--- config.mk ---
export PLATFORM = sky130hd
export DESIGN_NAME = mask_centroid
export DESIGN_NICKNAME = d
export VERILOG_FILES = /design/src/rtl/centroid_pkg.sv /design/src/rtl/seq_divider.sv /design/src/rtl/mask_centroid.sv
export SDC_FILE = /design/constraint.sdc
export NUM_CORES = 1
export LEC_CHECK = 0
export CORE_ASPECT_RATIO = 2
export CORE_MARGIN = 5
export CORE_UTILIZATION = 40
export CTS_CLUSTER_SIZE = 24
export DETAILED_ROUTE_END_ITERATION = 10
export HOLD_SLACK_MARGIN = 0.15
export PLACE_DENSITY = 0.55
export SLEW_MARGIN = 5
export SYNTH_ARGS = -nofsm -noshare
export SYNTH_HDL_FRONTEND = slang
export SYNTH_SLANG_ARGS = --single-unit
--- constraint.sdc ---
create_clock -name clk_in -period 7.19 [get_ports clk_in]
set_clock_uncertainty 0.15 [all_clocks]
set_input_delay 1.438 -clock clk_in [delete_from_list [all_inputs] [get_ports clk_in]]
set_output_delay 1.438 -clock clk_in [all_outputs]
set_load 0.005 [all_outputs]
--- src/rtl/centroid_pkg.sv ---
// Shared constants, widths and FSM state type for the mask centroid block.
package centroid_pkg;

  localparam int H_WIDTH_DEF   = 11;
  localparam int V_WIDTH_DEF   = 10;
  localparam int CNT_WIDTH_DEF = 20;

  typedef enum logic [1:0] {
    IDLE   = 2'd0,
    DIVIDE = 2'd1,
    DONE   = 2'd2
  } centroid_state_t;

  // A coordinate sum must hold the largest coordinate times the largest count.
  function automatic int sum_width(input int h_width, input int cnt_width);
    return h_width + cnt_width;
  endfunction

endpackage

--- src/rtl/seq_divider.sv ---
// Restoring sequential divider: one quotient bit per cycle, WIDTH cycles
// from start_in to a one-cycle done_out pulse. Divisor must be non-zero.
module seq_divider #(
  parameter int WIDTH = 31
) (
  input  logic             clk_in,
  input  logic             rst_in,
  input  logic             start_in,
  input  logic [WIDTH-1:0] dividend_in,
  input  logic [WIDTH-1:0] divisor_in,
  output logic [WIDTH-1:0] quotient_out,
  output logic [WIDTH-1:0] remainder_out,
  output logic             done_out,
  output logic             busy_out
);

  localparam int CW = $clog2(WIDTH + 1);

  logic [WIDTH-1:0] quo_q, quo_d;
  logic [WIDTH-1:0] rem_q, rem_d;
  logic [WIDTH-1:0] dsr_q, dsr_d;
  logic [CW-1:0]    cnt_q, cnt_d;
  logic             busy_q, busy_d;
  logic             done_q, done_d;
  logic [WIDTH:0]   shifted;
  logic [WIDTH:0]   diff;

  // Shift the next dividend bit into the remainder and subtract when it fits.
  always_comb begin
    quo_d   = quo_q;
    rem_d   = rem_q;
    dsr_d   = dsr_q;
    cnt_d   = cnt_q;
    busy_d  = busy_q;
    done_d  = 1'b0;
    shifted = {rem_q, quo_q[WIDTH-1]};
    diff    = shifted - {1'b0, dsr_q};
    if (start_in) begin
      quo_d  = dividend_in;
      rem_d  = '0;
      dsr_d  = divisor_in;
      cnt_d  = CW'(WIDTH);
      busy_d = 1'b1;
    end else if (busy_q) begin
      if (!diff[WIDTH]) begin
        rem_d = diff[WIDTH-1:0];
        quo_d = {quo_q[WIDTH-2:0], 1'b1};
      end else begin
        rem_d = shifted[WIDTH-1:0];
        quo_d = {quo_q[WIDTH-2:0], 1'b0};
      end
      cnt_d = cnt_q - 1'b1;
      if (cnt_q == CW'(1)) begin
        busy_d = 1'b0;
        done_d = 1'b1;
      end
    end
  end

  // Divider state registers.
  always_ff @(posedge clk_in) begin
    if (rst_in) begin
      quo_q  <= '0;
      rem_q  <= '0;
      dsr_q  <= '0;
      cnt_q  <= '0;
      busy_q <= 1'b0;
      done_q <= 1'b0;
    end else begin
      quo_q  <= quo_d;
      rem_q  <= rem_d;
      dsr_q  <= dsr_d;
      cnt_q  <= cnt_d;
      busy_q <= busy_d;
      done_q <= done_d;
    end
  end

  assign quotient_out  = quo_q;
  assign remainder_out = rem_q;
  assign done_out      = done_q;
  assign busy_out      = busy_q;

endmodule

--- src/rtl/mask_centroid.sv ---
// Accumulates masked-pixel coordinate sums over a frame and, on the frame-end
// pulse, divides them by the pixel count to give the integer centroid.
// Optional bounding-box outputs are enabled with MASK_CENTROID_BBOX_EN.
module mask_centroid
  import centroid_pkg::*;
#(
  parameter int H_WIDTH   = H_WIDTH_DEF,
  parameter int V_WIDTH   = V_WIDTH_DEF,
  parameter int CNT_WIDTH = CNT_WIDTH_DEF
) (
  input  logic               clk_in,
  input  logic               rst_in,
  input  logic [H_WIDTH-1:0] x_in,
  input  logic [V_WIDTH-1:0] y_in,
  input  logic               valid_in,
  input  logic               mask_in,
  input  logic               tabulate_in,
  output logic [H_WIDTH-1:0] x_out,
  output logic [V_WIDTH-1:0] y_out,
  output logic               valid_out,
  output logic               busy_out
`ifdef MASK_CENTROID_BBOX_EN
  ,
  output logic [H_WIDTH-1:0] bbox_xmin_out,
  output logic [H_WIDTH-1:0] bbox_xmax_out,
  output logic [V_WIDTH-1:0] bbox_ymin_out,
  output logic [V_WIDTH-1:0] bbox_ymax_out
`endif
);

  localparam int SUM_W = sum_width(H_WIDTH, CNT_WIDTH);
  localparam int DCW   = $clog2(SUM_W);
  localparam logic [DCW-1:0] LAST_ITER = DCW'(SUM_W - 1);

  logic [SUM_W-1:0]     sum_x_q, sum_x_d, sum_x_inc;
  logic [SUM_W-1:0]     sum_y_q, sum_y_d, sum_y_inc;
  logic [CNT_WIDTH-1:0] count_q, count_d, count_inc;
  logic [SUM_W-1:0]     divisor;
  logic                 pix_take;
  logic                 start_div;

  centroid_state_t      state_q, state_d;
  logic [DCW-1:0]       div_cnt_q, div_cnt_d;
  logic [H_WIDTH-1:0]   x_out_q, x_out_d;
  logic [V_WIDTH-1:0]   y_out_q, y_out_d;
  logic                 valid_q, valid_d;
  logic                 busy_q, busy_d;

  logic [SUM_W-1:0]     x_quo, y_quo, x_rem, y_rem;
  logic                 x_done, y_done, x_dbusy, y_dbusy;

  // Add the current pixel into the sums unless the count is saturated; a
  // frame-end pulse hands the running totals to the dividers and restarts.
  always_comb begin
    pix_take  = valid_in && mask_in && (count_q != '1);
    sum_x_inc = sum_x_q;
    sum_y_inc = sum_y_q;
    count_inc = count_q;
    if (pix_take) begin
      sum_x_inc = sum_x_q + {{(SUM_W-H_WIDTH){1'b0}}, x_in};
      sum_y_inc = sum_y_q + {{(SUM_W-V_WIDTH){1'b0}}, y_in};
      count_inc = count_q + 1'b1;
    end
    sum_x_d   = tabulate_in ? '0 : sum_x_inc;
    sum_y_d   = tabulate_in ? '0 : sum_y_inc;
    count_d   = tabulate_in ? '0 : count_inc;
    divisor   = {{(SUM_W-CNT_WIDTH){1'b0}}, count_inc};
    start_div = tabulate_in && (state_q == IDLE) && (count_inc != '0);
  end

  // Accumulator registers.
  always_ff @(posedge clk_in) begin
    if (rst_in) begin
      sum_x_q <= '0;
      sum_y_q <= '0;
      count_q <= '0;
    end else begin
      sum_x_q <= sum_x_d;
      sum_y_q <= sum_y_d;
      count_q <= count_d;
    end
  end

  seq_divider #(.WIDTH(SUM_W)) u_div_x (
    .clk_in        (clk_in),
    .rst_in        (rst_in),
    .start_in      (start_div),
    .dividend_in   (sum_x_inc),
    .divisor_in    (divisor),
    .quotient_out  (x_quo),
    .remainder_out (x_rem),
    .done_out      (x_done),
    .busy_out      (x_dbusy)
  );

  seq_divider #(.WIDTH(SUM_W)) u_div_y (
    .clk_in        (clk_in),
    .rst_in        (rst_in),
    .start_in      (start_div),
    .dividend_in   (sum_y_inc),
    .divisor_in    (divisor),
    .quotient_out  (y_quo),
    .remainder_out (y_rem),
    .done_out      (y_done),
    .busy_out      (y_dbusy)
  );

  // The quotient never exceeds the largest coordinate, so its upper bits and
  // the remainder (floor division) are not needed.
  logic unused_div;
  assign unused_div = ^{x_quo[SUM_W-1:H_WIDTH], y_quo[SUM_W-1:V_WIDTH],
                        x_rem, y_rem, x_dbusy, y_dbusy};

  // Sequence IDLE -> DIVIDE (SUM_W cycles) -> DONE, publishing the quotients
  // with a one-cycle valid pulse; a frame end while busy starts nothing.
  always_comb begin
    state_d   = state_q;
    div_cnt_d = div_cnt_q;
    x_out_d   = x_out_q;
    y_out_d   = y_out_q;
    valid_d   = 1'b0;
    case (state_q)
      IDLE: begin
        if (start_div) begin
          state_d   = DIVIDE;
          div_cnt_d = LAST_ITER;
        end
      end
      DIVIDE: begin
        if (div_cnt_q == '0) begin
          state_d = DONE;
        end else begin
          div_cnt_d = div_cnt_q - 1'b1;
        end
      end
      DONE: begin
        state_d = IDLE;
        if (x_done && y_done) begin
          x_out_d = x_quo[H_WIDTH-1:0];
          y_out_d = y_quo[V_WIDTH-1:0];
          valid_d = 1'b1;
        end
      end
      default: state_d = IDLE;
    endcase
    busy_d = (state_d != IDLE);
  end

  // Control and result registers.
  always_ff @(posedge clk_in) begin
    if (rst_in) begin
      state_q   <= IDLE;
      div_cnt_q <= '0;
      x_out_q   <= '0;
      y_out_q   <= '0;
      valid_q   <= 1'b0;
      busy_q    <= 1'b0;
    end else begin
      state_q   <= state_d;
      div_cnt_q <= div_cnt_d;
      x_out_q   <= x_out_d;
      y_out_q   <= y_out_d;
      valid_q   <= valid_d;
      busy_q    <= busy_d;
    end
  end

  assign x_out     = x_out_q;
  assign y_out     = y_out_q;
  assign valid_out = valid_q;
  assign busy_out  = busy_q;

`ifdef MASK_CENTROID_BBOX_EN
  logic [H_WIDTH-1:0] xmin_q, xmin_d, xmin_inc, xmax_q, xmax_d, xmax_inc;
  logic [V_WIDTH-1:0] ymin_q, ymin_d, ymin_inc, ymax_q, ymax_d, ymax_inc;
  logic [H_WIDTH-1:0] lat_xmin_q, lat_xmin_d, lat_xmax_q, lat_xmax_d;
  logic [V_WIDTH-1:0] lat_ymin_q, lat_ymin_d, lat_ymax_q, lat_ymax_d;
  logic [H_WIDTH-1:0] bb_xmin_q, bb_xmin_d, bb_xmax_q, bb_xmax_d;
  logic [V_WIDTH-1:0] bb_ymin_q, bb_ymin_d, bb_ymax_q, bb_ymax_d;

  // Track the extent of masked pixels, hold it alongside the division, and
  // publish it together with the centroid.
  always_comb begin
    xmin_inc = (pix_take && (x_in < xmin_q)) ? x_in : xmin_q;
    xmax_inc = (pix_take && (x_in > xmax_q)) ? x_in : xmax_q;
    ymin_inc = (pix_take && (y_in < ymin_q)) ? y_in : ymin_q;
    ymax_inc = (pix_take && (y_in > ymax_q)) ? y_in : ymax_q;
    xmin_d   = tabulate_in ? '1 : xmin_inc;
    xmax_d   = tabulate_in ? '0 : xmax_inc;
    ymin_d   = tabulate_in ? '1 : ymin_inc;
    ymax_d   = tabulate_in ? '0 : ymax_inc;
    lat_xmin_d = start_div ? xmin_inc : lat_xmin_q;
    lat_xmax_d = start_div ? xmax_inc : lat_xmax_q;
    lat_ymin_d = start_div ? ymin_inc : lat_ymin_q;
    lat_ymax_d = start_div ? ymax_inc : lat_ymax_q;
    bb_xmin_d  = valid_d ? lat_xmin_q : bb_xmin_q;
    bb_xmax_d  = valid_d ? lat_xmax_q : bb_xmax_q;
    bb_ymin_d  = valid_d ? lat_ymin_q : bb_ymin_q;
    bb_ymax_d  = valid_d ? lat_ymax_q : bb_ymax_q;
  end

  // Bounding-box registers.
  always_ff @(posedge clk_in) begin
    if (rst_in) begin
      xmin_q     <= '1;
      xmax_q     <= '0;
      ymin_q     <= '1;
      ymax_q     <= '0;
      lat_xmin_q <= '1;
      lat_xmax_q <= '0;
      lat_ymin_q <= '1;
      lat_ymax_q <= '0;
      bb_xmin_q  <= '1;
      bb_xmax_q  <= '0;
      bb_ymin_q  <= '1;
      bb_ymax_q  <= '0;
    end else begin
      xmin_q     <= xmin_d;
      xmax_q     <= xmax_d;
      ymin_q     <= ymin_d;
      ymax_q     <= ymax_d;
      lat_xmin_q <= lat_xmin_d;
      lat_xmax_q <= lat_xmax_d;
      lat_ymin_q <= lat_ymin_d;
      lat_ymax_q <= lat_ymax_d;
      bb_xmin_q  <= bb_xmin_d;
      bb_xmax_q  <= bb_xmax_d;
      bb_ymin_q  <= bb_ymin_d;
      bb_ymax_q  <= bb_ymax_d;
    end
  end

  assign bbox_xmin_out = bb_xmin_q;
  assign bbox_xmax_out = bb_xmax_q;
  assign bbox_ymin_out = bb_ymin_q;
  assign bbox_ymax_out = bb_ymax_q;
`endif

endmodule

==> flow_summary.toml <==
[run_status]
status = "finished clean"

[sta]
finalCritPeriodShare_pct = 65.91
timing.slew.headroom_pct = 36.33
hold_violations = 0
drv_slew = 0
clock.fmax_mhz = 211.0
rsz0062_at_grt = "false"
setup_slack_ps = 2451
setup_viol = 0
worst_pin_slew_ps = 954.3
min_period_ps = 4739
setup-tns-final_ps = 0

[placement]
dp.cells = 2184
dp_hpwl_mm = 27.43
place_ws_ps = 1882
portBuffers = 48
gp_congestion = 0.8747

[clock_tree]
hold_buffers = 0
cts.sinks = 270
cts_setup_buffers = 0
cts_resized = 0
clock_tree.htree_level_count = 1
clockRootBuffer = "clkbuf_16"
cts_buffers = 28
clk_latency_ps = 570
clockBufferDepth = 3
cts_tree = "yes"
clk_pin_slew_ps = 60

[floorplanning]
die_y_um = 283.6
rows = 100
die_area_um2 = 41620
io-pin-count = 49
coreArea_um2 = 37160
die_w_um = 146.8
start_util_pct = 40.28

[setup_path]
critPathKind = "input port to flop"
worstPathMaxFanout = 36
cp-end-kind = "flop"
crit_arrival_ps = 4980
critPathLaunchType = "input port"
cp.required_ps = 7430

[global_routing]
grtUsageMet1_pct = 17.62
antenna_found_initial = 0
overflow = 0
grt_pass1_vias = 12700
use_met2_pct = 36.99
grt.total_usage_pct = 18.18
grt.busiest_layer = "met2"
grtUsageMet3_pct = 1.965
grt_max_degree = 179
grt_pass1_wl_mm = 63.22

[logic_synthesis]
syn-num-nets = 1863
yosysMostFrequentCell = "dfxtp_1"
synth_edf_count = 0
synth.area.top_cells = "dfxtp_1 36%, a211oi_1 7.4%, nor2_1 6.4%"
async_reset_ff_share_pct = 0
synth_cells = 1766
syn_area_um2 = 14970
synth-seq-cells = 270
yosysSeqAreaShare_pct = 36.11
syn_avg_cell_area_um2 = 8.475
synth_top_area_cell = "dfxtp_1"
ys_types = 74
synth_common_cells = "270 x dfxtp_1, 256 x nor2_1, 148 x a211oi_1"
synth_ff_type = "dfxtp_1"
yosys_warnings = 0
synth_top_cell_area_share_pct = 36.11

[final_layout]
fin_cells = 2232
layout-drive-gt1-share_pct = 7.840
fillers = 3691
syn_to_final_growth_pct = 11.33
num_antenna_cells = 0
num-nets-final = 1852

[drt]
via_per_inst = 5.608
initialDrtViolationCount = 532
routed-via-count = 12520
totalWireLength_mm = 38.34
detail-route-antenna-nets = 0
drc = 0
drt_first_pass_iters = 5
wl_per_cell_um = 17.18

[pwr]
p_total_mw = 4.439
p_leak_nw = 6.131
power_density_nw_per_um2 = 266.4
vdd_drop_max_mv = 0.1755

[flow_run]
drv_cap = 0

[hold_path]
hp-class = "flop to flop"
## metrics by stage
stage          hold slack [ps]  utilization, %  cell area, um^2
6_report                 304.6           44.84            16660
5_1_grt                  330.6           44.84            16660
4_1_cts                  305.9           44.84            16660
3_5_place_dp             296.6           42.38            15750
3_3_place_gp             293.9           42.38            15750
2_1_floorplan            278.9               -            14970
## path summary, 6_finish.rpt
kind                from                        to  slack [ps]  cells past startpoint
min reg2reg     x_out[2]                  x_out[2]         300                      2
min             x_out[2]                  x_out[2]         300                      2
max reg2reg  count_q[11]  u_div_x.remainder_out[2]        3110                     10
max             valid_in  u_div_x.remainder_out[2]        2450                     10
## cell families after synthesis
family	after synthesis	share of synthesized area, %
DFF	270	36.11
xor gates and xnor gates	123	7.198
adders and majority gates	71	6.136
muxes	33	2.224
AOI/OAI and AO/OA	437	22.19
buffers and inverters	157	4.238
and+or+nand+nor	675	21.90
## worst max-delay path, stage by stage
cell and delay [ps]:
clkdlybuf4s50_1 520, nand2_1 240, or3_1 500, nor2_1 220
and3_1 240, mux2_2 380, a41oi_4 230, or2_4 590
buf_4 520, a211oi_2 60
## placed cells by master, fill, tap and decap left out, types with 13 or more instances in the layout
master,count
buf_4,15
nand2_1,123
a211oi_2,52
a211oi_1,148
nand2b_1,19
ha_1,67
nand4_1,20
clkbuf_16,28
a21oi_1,87
xnor2_1,55
o21ai_0,37
mux2i_1,31
inv_1,53
clkdlybuf4s50_1,47
nand3_1,37
nor2b_1,74
dfxtp_1,268
o211ai_1,13
nor3_1,42
nor2_1,256
o21a_1,16
and2_1,13
a21o_1,16
and3_1,25
xor2_1,67
## final cells by class
type,count,area (um^2),area share (%)
flip-flops and latches,270,5413,32.48
clock buffers,35,757.0,4.543
repair buffers,63,603.1,3.619
clock inverters,13,155.1,0.9311
well taps,459,574.3,3.447
multi-input cells,1339,8961,53.78
inverters,53,198.9,1.194
## power by group
part	internal, mW	total (mW)	switching, mW
clock	0.823	1.45	0.630
combinational	0.550	1.33	0.777
sequential	1.58	1.66	0.0823
total	2.95	4.44	1.49
## per-layer routing
| metal | routed length [um] | up-vias | part of all wire, % |
|---|---|---|---|
| met5 | 0 | - | 0 |
| met4 | 1828 | 0 | 4.8 |
| met3 | 999 | 79 | 2.6 |
| met2 | 21580 | 173 | 56 |
| met1 | 13930 | 5956 | 36 |
| li1 | - | 6308 | - |
## registers in the layout, indices dropped and copies added, names as in the netlist, 20 cells and up
| name | flops |
|---|---|
| count_q | 20 |
| sum_x_q | 31 |
| sum_y_q | 31 |
| u_div_x.dsr_q | 20 |
| u_div_x.quotient_out | 31 |
| u_div_x.remainder_out | 31 |
| u_div_y.quotient_out | 31 |
| u_div_y.remainder_out | 31 |
Power figures use the tool's default switching activity.
